### src/rtl/wb_arbiter2.sv
// Two-master Wishbone classic arbiter: round-robin grant held for a whole cyc,
// with a watchdog that turns a never-acknowledged stb into an error response.
module wb_arbiter2 #(
  parameter int ADDR_W  = 32,
  parameter int TIMEOUT = 255
) (
  input  logic              i_clk,
  input  logic              i_rst_n,

  input  logic [ADDR_W-1:0] wbm0_adr_i,
  input  logic [31:0]       wbm0_dat_i,
  input  logic              wbm0_we_i,
  input  logic [3:0]        wbm0_sel_i,
  input  logic              wbm0_stb_i,
  input  logic              wbm0_cyc_i,
  output logic [31:0]       wbm0_dat_o,
  output logic              wbm0_ack_o,
  output logic              wbm0_err_o,

  input  logic [ADDR_W-1:0] wbm1_adr_i,
  input  logic [31:0]       wbm1_dat_i,
  input  logic              wbm1_we_i,
  input  logic [3:0]        wbm1_sel_i,
  input  logic              wbm1_stb_i,
  input  logic              wbm1_cyc_i,
  output logic [31:0]       wbm1_dat_o,
  output logic              wbm1_ack_o,
  output logic              wbm1_err_o,

  output logic [ADDR_W-1:0] wbs_adr_o,
  output logic [31:0]       wbs_dat_o,
  output logic              wbs_we_o,
  output logic [3:0]        wbs_sel_o,
  output logic              wbs_stb_o,
  output logic              wbs_cyc_o,
  input  logic [31:0]       wbs_dat_i,
  input  logic              wbs_ack_i,
  input  logic              wbs_err_i,

  output logic [1:0]        o_grant,
  output logic              o_timeout,
  output logic [7:0]        o_timeout_cnt
);

  // state | meaning
  // IDLE  | no master owns the bus
  // GNT0  | master 0 (host path) owns the bus until it drops cyc
  // GNT1  | master 1 (on-chip requester) owns the bus until it drops cyc
  typedef enum logic [1:0] {
    IDLE = 2'b00,
    GNT0 = 2'b01,
    GNT1 = 2'b10
  } state_t;

  localparam bit          TO_EN   = (TIMEOUT != 0);
  localparam logic [15:0] TO_LAST = (TIMEOUT > 0) ? 16'(TIMEOUT - 1) : 16'd0;

  state_t      state;
  state_t      state_next;
  logic        last_gnt;
  logic        gnt0;
  logic        gnt1;
  logic        stb_req;
  logic        to_fire;
  logic [15:0] wd_cnt;

  always_ff @(posedge i_clk or negedge i_rst_n) begin
    if (!i_rst_n) begin
      state    <= IDLE;
      last_gnt <= 1'b1;
    end else begin
      state <= state_next;
      if (state_next == GNT0) begin
        last_gnt <= 1'b0;
      end else if (state_next == GNT1) begin
        last_gnt <= 1'b1;
      end
    end
  end

  always_comb begin
    state_next = state;
    case (state)
      IDLE: begin
        if (wbm0_cyc_i && wbm1_cyc_i) begin
          state_next = last_gnt ? GNT0 : GNT1;
        end else if (wbm0_cyc_i) begin
          state_next = GNT0;
        end else if (wbm1_cyc_i) begin
          state_next = GNT1;
        end
      end
      GNT0: begin
        if (!wbm0_cyc_i) begin
          state_next = wbm1_cyc_i ? GNT1 : IDLE;
        end
      end
      GNT1: begin
        if (!wbm1_cyc_i) begin
          state_next = wbm0_cyc_i ? GNT0 : IDLE;
        end
      end
      default: state_next = IDLE;
    endcase
  end

  always_comb begin
    gnt0 = (state == GNT0);
    gnt1 = (state == GNT1);
  end

  assign o_grant = {gnt1, gnt0};

  // Request bundle of the owner; stb is also qualified by cyc so that a
  // master dropping cyc mid-access takes stb away from the slave at once.
  always_comb begin
    wbs_adr_o = '0;
    wbs_dat_o = '0;
    wbs_we_o  = 1'b0;
    wbs_sel_o = '0;
    wbs_cyc_o = 1'b0;
    stb_req   = 1'b0;
    if (gnt0) begin
      wbs_adr_o = wbm0_adr_i;
      wbs_dat_o = wbm0_dat_i;
      wbs_we_o  = wbm0_we_i;
      wbs_sel_o = wbm0_sel_i;
      wbs_cyc_o = wbm0_cyc_i;
      stb_req   = wbm0_stb_i & wbm0_cyc_i;
    end else if (gnt1) begin
      wbs_adr_o = wbm1_adr_i;
      wbs_dat_o = wbm1_dat_i;
      wbs_we_o  = wbm1_we_i;
      wbs_sel_o = wbm1_sel_i;
      wbs_cyc_o = wbm1_cyc_i;
      stb_req   = wbm1_stb_i & wbm1_cyc_i;
    end
  end

  // A real ack/err in the expiry cycle wins over the watchdog.
  assign to_fire   = TO_EN && stb_req && !wbs_ack_i && !wbs_err_i && (wd_cnt == TO_LAST);
  assign wbs_stb_o = stb_req & ~to_fire;

  assign wbm0_dat_o = wbs_dat_i;
  assign wbm1_dat_o = wbs_dat_i;
  assign wbm0_ack_o = gnt0 & wbs_ack_i;
  assign wbm1_ack_o = gnt1 & wbs_ack_i;
  assign wbm0_err_o = gnt0 & (wbs_err_i | to_fire);
  assign wbm1_err_o = gnt1 & (wbs_err_i | to_fire);

  always_ff @(posedge i_clk or negedge i_rst_n) begin
    if (!i_rst_n) begin
      wd_cnt <= '0;
    end else if (!wbs_stb_o || wbs_ack_i || wbs_err_i) begin
      wd_cnt <= '0;
    end else begin
      wd_cnt <= wd_cnt + 16'd1;
    end
  end

  always_ff @(posedge i_clk or negedge i_rst_n) begin
    if (!i_rst_n) begin
      o_timeout     <= 1'b0;
      o_timeout_cnt <= '0;
    end else begin
      o_timeout <= to_fire;
      if (to_fire && (o_timeout_cnt != 8'hFF)) begin
        o_timeout_cnt <= o_timeout_cnt + 8'd1;
      end
    end
  end

endmodule

### config.mk
export PLATFORM = sky130hd
export DESIGN_NAME = wb_arbiter2
export DESIGN_NICKNAME = d
export VERILOG_FILES = /design/src/rtl/wb_arbiter2.sv
export SDC_FILE = /design/constraint.sdc
export NUM_CORES = 1
export LEC_CHECK = 0
export CORE_AREA = 3 3 126 128
export CTS_BUF_LIST = sky130_fd_sc_hd__clkbuf_2 sky130_fd_sc_hd__clkbuf_4 sky130_fd_sc_hd__clkbuf_8
export CTS_CLUSTER_DIAMETER = 80
export CTS_CLUSTER_SIZE = 20
export DETAILED_ROUTE_END_ITERATION = 10
export DIE_AREA = 0 0 129 131
export HOLD_SLACK_MARGIN = 0.12
export PLACE_DENSITY_LB_ADDON = 0.15
export SLEW_MARGIN = 10
export SYNTH_ARGS = -nofsm -noshare
export SYNTH_HDL_FRONTEND = slang
export SYNTH_SLANG_ARGS = --single-unit
### constraint.sdc
create_clock -name i_clk -period 3.4 [get_ports i_clk]
set_input_delay 0.34 -clock i_clk [delete_from_list [all_inputs] [get_ports i_clk]]
set_output_delay 0.34 -clock i_clk [all_outputs]
set_load 0.01 [all_outputs]
==> flow_summary.toml, run 1 <==
[run_status]
outcome = "completed"

[routing]
via_count = 2827
drtIter0Drc = 84
wirelength_um = 14100
final_antenna_net_count = 0
drc = 0
wl_per_cell_um = 22.0
viasPerCell = 4.40
drt_first_pass_iters = 4

[worst_setup_path]
cp_slowest_stage_delay_ps = 620
path_class = "flip-flop to output port"
critPathLaunchType = "flip-flop"
r2r_start = "state[0]"
crit_fanout = 27
cp.required_ps = 3060
critical_path_arrival_ps = 2490
path_cells = "inv_1, nor2_4, buf_12, a22o_1, clkdlybuf4s50_1"
cp-end-kind = "output port"
crit_start = "state[1]"
crit_slowest_cell = "clkdlybuf4s50_1"

[logic_synthesis]
syn_area_mm2 = 0.00268
synthCells = 300
yosysSeqAreaShare = 0.262
synth.top_cell.area_share = 0.252
syn_avg_cell_area_um2 = 8.93
yosys-top-cells-area = "dfrtp_1 (25%), a22o_1 (23%), buf_4 (19%)"
yosysUniqueCellTypes = 40
postSynthRegisterBits = 28
ys_warn_count = 0
synth.largest_area_cell = "dfrtp_1"
syn_nets = 482

[sta]
finalHoldViolations = 0
fin_setup_tns_ps = 0
finalSetupViolCount = 0
drv_slew = 0
min_period_over_period = 0.831
period_minus_slack_ps = 2830
rsz0062_at_grt = "no"
worst_clock_skew_ps = 2.81
max_freq_ghz = 0.354
relSlewSlack = 0.567
tightest_slew_ps = 650

[cts]
clockBufferDepth = 2
cts_buffers = 3
cts-root-buf = "clkbuf_8"
cts_tree = "yes"
htree_num_levels = 1
clkTransAtPathRegs_ps = 90
cts_setup_buffers = 0
cts_sinks = 28
cts_resized = 0
clk_latency_ps = 270
cts_hold_buffers = 0

[floorplan]
die_area_mm2 = 0.0169
die-height_um = 131
rows = 45
initial_core_util = 0.179
ios = 328
core_area_mm2 = 0.0150
die_w_um = 129

[final_layout]
areaGrowthSynthToFinish_pct = 77.4
n_fill_cell = 1560
drive_gt1_frac = 0.0485
finalNonFillerCells = 642
finish.net_count = 637
mostFrequentLayoutCells = "clkdlybuf4s50_1 (231), a22o_1 (69), dfrtp_1 (27), nor2_1 (20), xor2_1 (14)"
diodes = 0
layout_commonest_cell = "clkdlybuf4s50_1"

[grt]
grtUsageTotal = 0.150
first_global_vias = 2785
grt-ovfl-total = 0
grt_start_max_net_pins = 50
antenna_found_initial = 0
grt_pass1_wl_um = 18300

[hold_path]
holdCritPathClass = "input pin to asynchronous set/reset pin"

[place]
gp_congestion = 0.807
io_buffers = 231
dpl.hpwl_um = 12300
dp_cells = 638

[power]
ir_drop_mv = 0.164
p_leak_nw = 1.85
p_per_area_mw_per_mm2 = 341

[flow_run]
drv_cap = 0
[Yosys cell counts (all sizes together)]
library cell  instances
and2                  4
nor2                 21
inv                   6
o21ai                 5
nor3                  4
mux2i                 2
dfstp                 1
xor2                 14
clkbuf               15
a21oi                 3
nand2b                1
and3                  2
mux2                  3
and4b                 2
or2                   1
o22ai                 1
and4                  3
nor4                  5
or3                   2
nand2                10
nand4                 6
xnor2                 2
a22o                 69
and4bb                1
nor2b                 1
a31o                  1
o22a                  1
buf                  72
o21a                  2
dfrtp                27
nand3                 8
ha                    4
nor4b                 1
[cell families (layout without fill, tap and decap cells)]
group / after synthesis / in the layout / share of synthesized area
buffers and inverters: 93 / 247 / 0.230
AOI/OAI and AO/OA: 82 / 82 / 0.256
and+or+nand+nor: 72 / 72 / 0.160
DFF: 28 / 28 / 0.262
xor gates and xnor gates: 16 / 16 / 0.0523
muxes: 5 / 5 / 0.0201
adders and majority gates: 4 / 4 / 0.0187
[critical path, delay by kind of cell, from the launching register on]
family	cells	cell delay, ps
AO/OA/AOI/OAI	1	180
buffers and inverters	3	1020
flip-flops	1	500
AND/OR/NAND/NOR	1	490
[state kept, by name, indices dropped and copies added (netlist names)]
register,count
last_gnt,1
o_timeout,1
o_timeout_cnt,8
state,2
wd_cnt,16
[power breakdown]
part / switching (W) / internal, W
Combinational: 0.000447 / 0.000616
Sequential: 0.0000171 / 0.000346
Clock: 0.000102 / 0.0000920
Total: 0.000566 / 0.00105
[layer usage]
layer | GRT usage | share of wire | vias to the layer above
met5 | 0 | 0 | -
met4 | 0.0352 | 0.022 | 0
met3 | 0.0593 | 0.086 | 10
met2 | 0.303 | 0.58 | 186
met1 | 0.140 | 0.31 | 1297
li1 | - | - | 1334
[worst paths after layout]
path / endpoint / slack, ps / depth (start not counted)
max in group asynchronous: last_gnt / 2640 / 2
min in group i_clk: last_gnt / 480 / 2
setup / recovery: wbs_dat_o[31] / 570 / 5
setup reg to reg: wd_cnt[9] / 1290 / 4
hold reg to reg: last_gnt / 480 / 2
hold / removal: wd_cnt[0] / 440 / 2
[through the flow]
| step | setup WS, ps | cell area (µm²) | total power (W) | hold slack, ps | util |
|---|---|---|---|---|---|
| floorplan | 1650 | 2680 | 0.000848 | 44.4 | - |
| detailed placement | 705 | 4700 | 0.00146 | 470 | 0.314 |
| global placement | 741 | 4700 | 0.00145 | 471 | 0.314 |
| CTS | 483 | 4750 | 0.00166 | 459 | 0.317 |
| global route | 357 | 4750 | 0.00171 | 477 | 0.317 |
| finish | 574 | 4750 | 0.00162 | 445 | 0.317 |
[area by class of cell]
type | count | area, µm² | area share
multi-input cells | 179 | 1380 | 0.289
well taps | 188 | 235 | 0.0495
flip-flops and latches | 28 | 702 | 0.148
repair buffers | 237 | 2370 | 0.499
clock buffers | 4 | 48.8 | 0.0103
inverters | 6 | 22.5 | 0.00474
Power figures use the tool's default switching activity.
==> run 2: changes to the inputs <==
- CORE_AREA: 3 3 126 128 -> 3 3 127 129
- DIE_AREA: 0 0 129 131 -> 0 0 130 132
- clock period: 3.4 -> 2.87 ns (I/O delays scaled with it)
==> run 2 against run 1 <==
First-iteration DRC count up 36%. Sequential power is 18% higher. Routed wire length shrank 5.4%. Register-to-register slack worse by 340 ps. Clock skew up 2.4 ps. Non-clock buffer count is 1 higher. Power rose by 23%. Worst setup slack worse by 370 ps. Global-route usage shrank 0.39 points. Critical path depth is the same. Core utilization shrank 0.14 points. Largest power group unchanged.
==> flow_summary.toml, run 2 (same netlist as run 1, synthesis figures left out) <==
[worst_setup_path]
r2r_slack_ps = 950
crit_fanout = 43
path_class = "flip-flop to output port"
rr_endpoint = "o_timeout_cnt[6]"
critical_path_arrival_ps = 2370
critical_path.top_delay_family = "buffers and inverters"
path_cells = "inv_1, nor2_4, buf_4, a22o_1, clkdlybuf4s50_1"
crit_buf_inv = 3
r2r_start = "wd_cnt[0]"
reg2reg_depth = 6
cp.required_ps = 2580
cp_slowest_stage_delay_ps = 580
critPathLaunchType = "flip-flop"
crit_slowest_cell = "clkdlybuf4s50_1"
cp-end-kind = "output port"

[sta]
finalHoldViolations = 0
whs_ps = 377
drv_slew = 0
tightest_slew_ps = 630
worst_clock_skew_ps = 5.24
min_period_over_period = 0.927
finalSetupViolCount = 0
relSlewSlack = 0.577
max_freq_ghz = 0.376
period_minus_slack_ps = 2660
rsz0062_at_grt = "no"
fin_setup_tns_ps = 0

[final_layout]
drive_gt1_frac = 0.0505
finish.net_count = 638
largest_reg_flops = 16
areaGrowthSynthToFinish_pct = 78.7
mostFrequentLayoutCells = "clkdlybuf4s50_1 (231), a22o_1 (69), dfrtp_1 (27), nor2_1 (20), xor2_1 (14)"
reg_top3 = "wd_cnt (16), o_timeout_cnt (8), state (2)"
regMostFlops = "wd_cnt"
layout_commonest_cell = "clkdlybuf4s50_1"

[cts]
clkTransAtPathRegs_ps = 110
htree_num_levels = 1
cts_resized = 0
cts_hold_buffers = 0
cts_buffers = 3
cts_setup_buffers = 0
cts_sinks = 28
clockBufferDepth = 2
cts-root-buf = "clkbuf_8"
cts_tree = "yes"
clk_latency_ps = 280

[place]
gp_congestion = 0.870
io_buffers = 231
dpl.hpwl_um = 11400

[grt]
grt-ovfl-total = 0
grtUsageTotal = 0.146
antenna_found_initial = 3
first_global_vias = 2920
grt_pass1_wl_um = 18900
grt_start_max_net_pins = 44

[power]
p_sw_frac = 0.335
p_leak_nw = 1.87
clock_power_share = 0.164
ir_drop_mv = 0.149
p_comb_frac = 0.621
p_per_area_mw_per_mm2 = 416
switchingPower_w = 0.000667
p_int_w = 0.00133
seq_power_share = 0.215

[hold_path]
holdCritPathClass = "input pin to asynchronous set/reset pin"

[run_status]
outcome = "completed"

[floorplan]
initial_core_util = 0.177
die_area_mm2 = 0.0172
rows = 45
die_w_um = 130
ios = 328
core_area_mm2 = 0.0151
die-height_um = 132

[routing]
viasPerCell = 4.42
final_antenna_net_count = 0
drc = 0
wl_per_cell_um = 20.8
drt_first_pass_iters = 4
drtIter0Drc = 114
via_count = 2848
wirelength_um = 13400

[flow_run]
drv_cap = 0
## run 2: routing by layer
| metal | global-route usage | up-vias | wire (µm) |
|---|---|---|---|
| met4 | 0.0104 | 4 | 38 |
| met5 | 0 | - | 31 |
| met3 | 0.0733 | 10 | 1600 |
| li1 | - | 1338 | - |
| met2 | 0.232 | 158 | 6290 |
| met1 | 0.186 | 1338 | 5400 |
## run 2: area by class of cell
cell class / instances / area, µm²
diodes: 1 / 2.50
well taps: 188 / 235
repair buffers: 238 / 2380
inverters: 6 / 22.5
clock buffers: 3 / 41.3
flip-flops and latches: 28 / 702
fillers: 1590 / 10400
multi-input cells: 179 / 1380
clock inverters: 1 / 30.0
## run 2: stage by stage
step / util / total power [W] / cell area (µm²) / std cells / setup slack [ps]
floorplan: - / 0.00100 / 2680 / 300 / 1120
global placement: 0.311 / 0.00169 / 4710 / 639 / 500
detailed placement: 0.311 / 0.00170 / 4710 / 639 / 492
CTS: 0.316 / 0.00203 / 4780 / 643 / 171
global route: 0.316 / 0.00209 / 4780 / 643 / 71.2
finish: 0.316 / 0.00199 / 4790 / 644 / 208
## run 2: worst max-delay path by stage
stage,from,end,depth (start not counted)
CTS,wd_cnt[0],wbm0_err_o,7
floorplan,wd_cnt[0],o_timeout_cnt[6],6
global placement,wbm1_cyc_i,wbm0_err_o,6
global route,wd_cnt[0],wbm0_err_o,7
finish,state[1],wbs_adr_o[17],5
detailed placement,wd_cnt[0],wbm0_err_o,7
## run 2: power groups by stage
| stage | clock (W) | sequential, W | combinational (W) |
|---|---|---|---|
| after global routing | 0.000350 | 0.000431 | 0.00131 |
| final | 0.000327 | 0.000429 | 0.00124 |
| after floorplan | 0 | 0.000426 | 0.000578 |
| after CTS | 0.000336 | 0.000429 | 0.00127 |
| after detailed placement | 0 | 0.000437 | 0.00126 |
| after global placement | 0 | 0.000436 | 0.00125 |
## run 2: worst register-to-register path, stage by stage, from the launching register on
cell and delay (ps):
dfrtp_1 430, inv_1 70, ha_1 150, nor4b_4 240, nand4_4 230, nor4_2 360
mux2_1 340
==> run 3: changes to the inputs <==
- SETUP_SLACK_MARGIN: not set -> 0.02
==> results of run 3 <==
No change in the layout: final DEF, timing and power equal those of run 2.
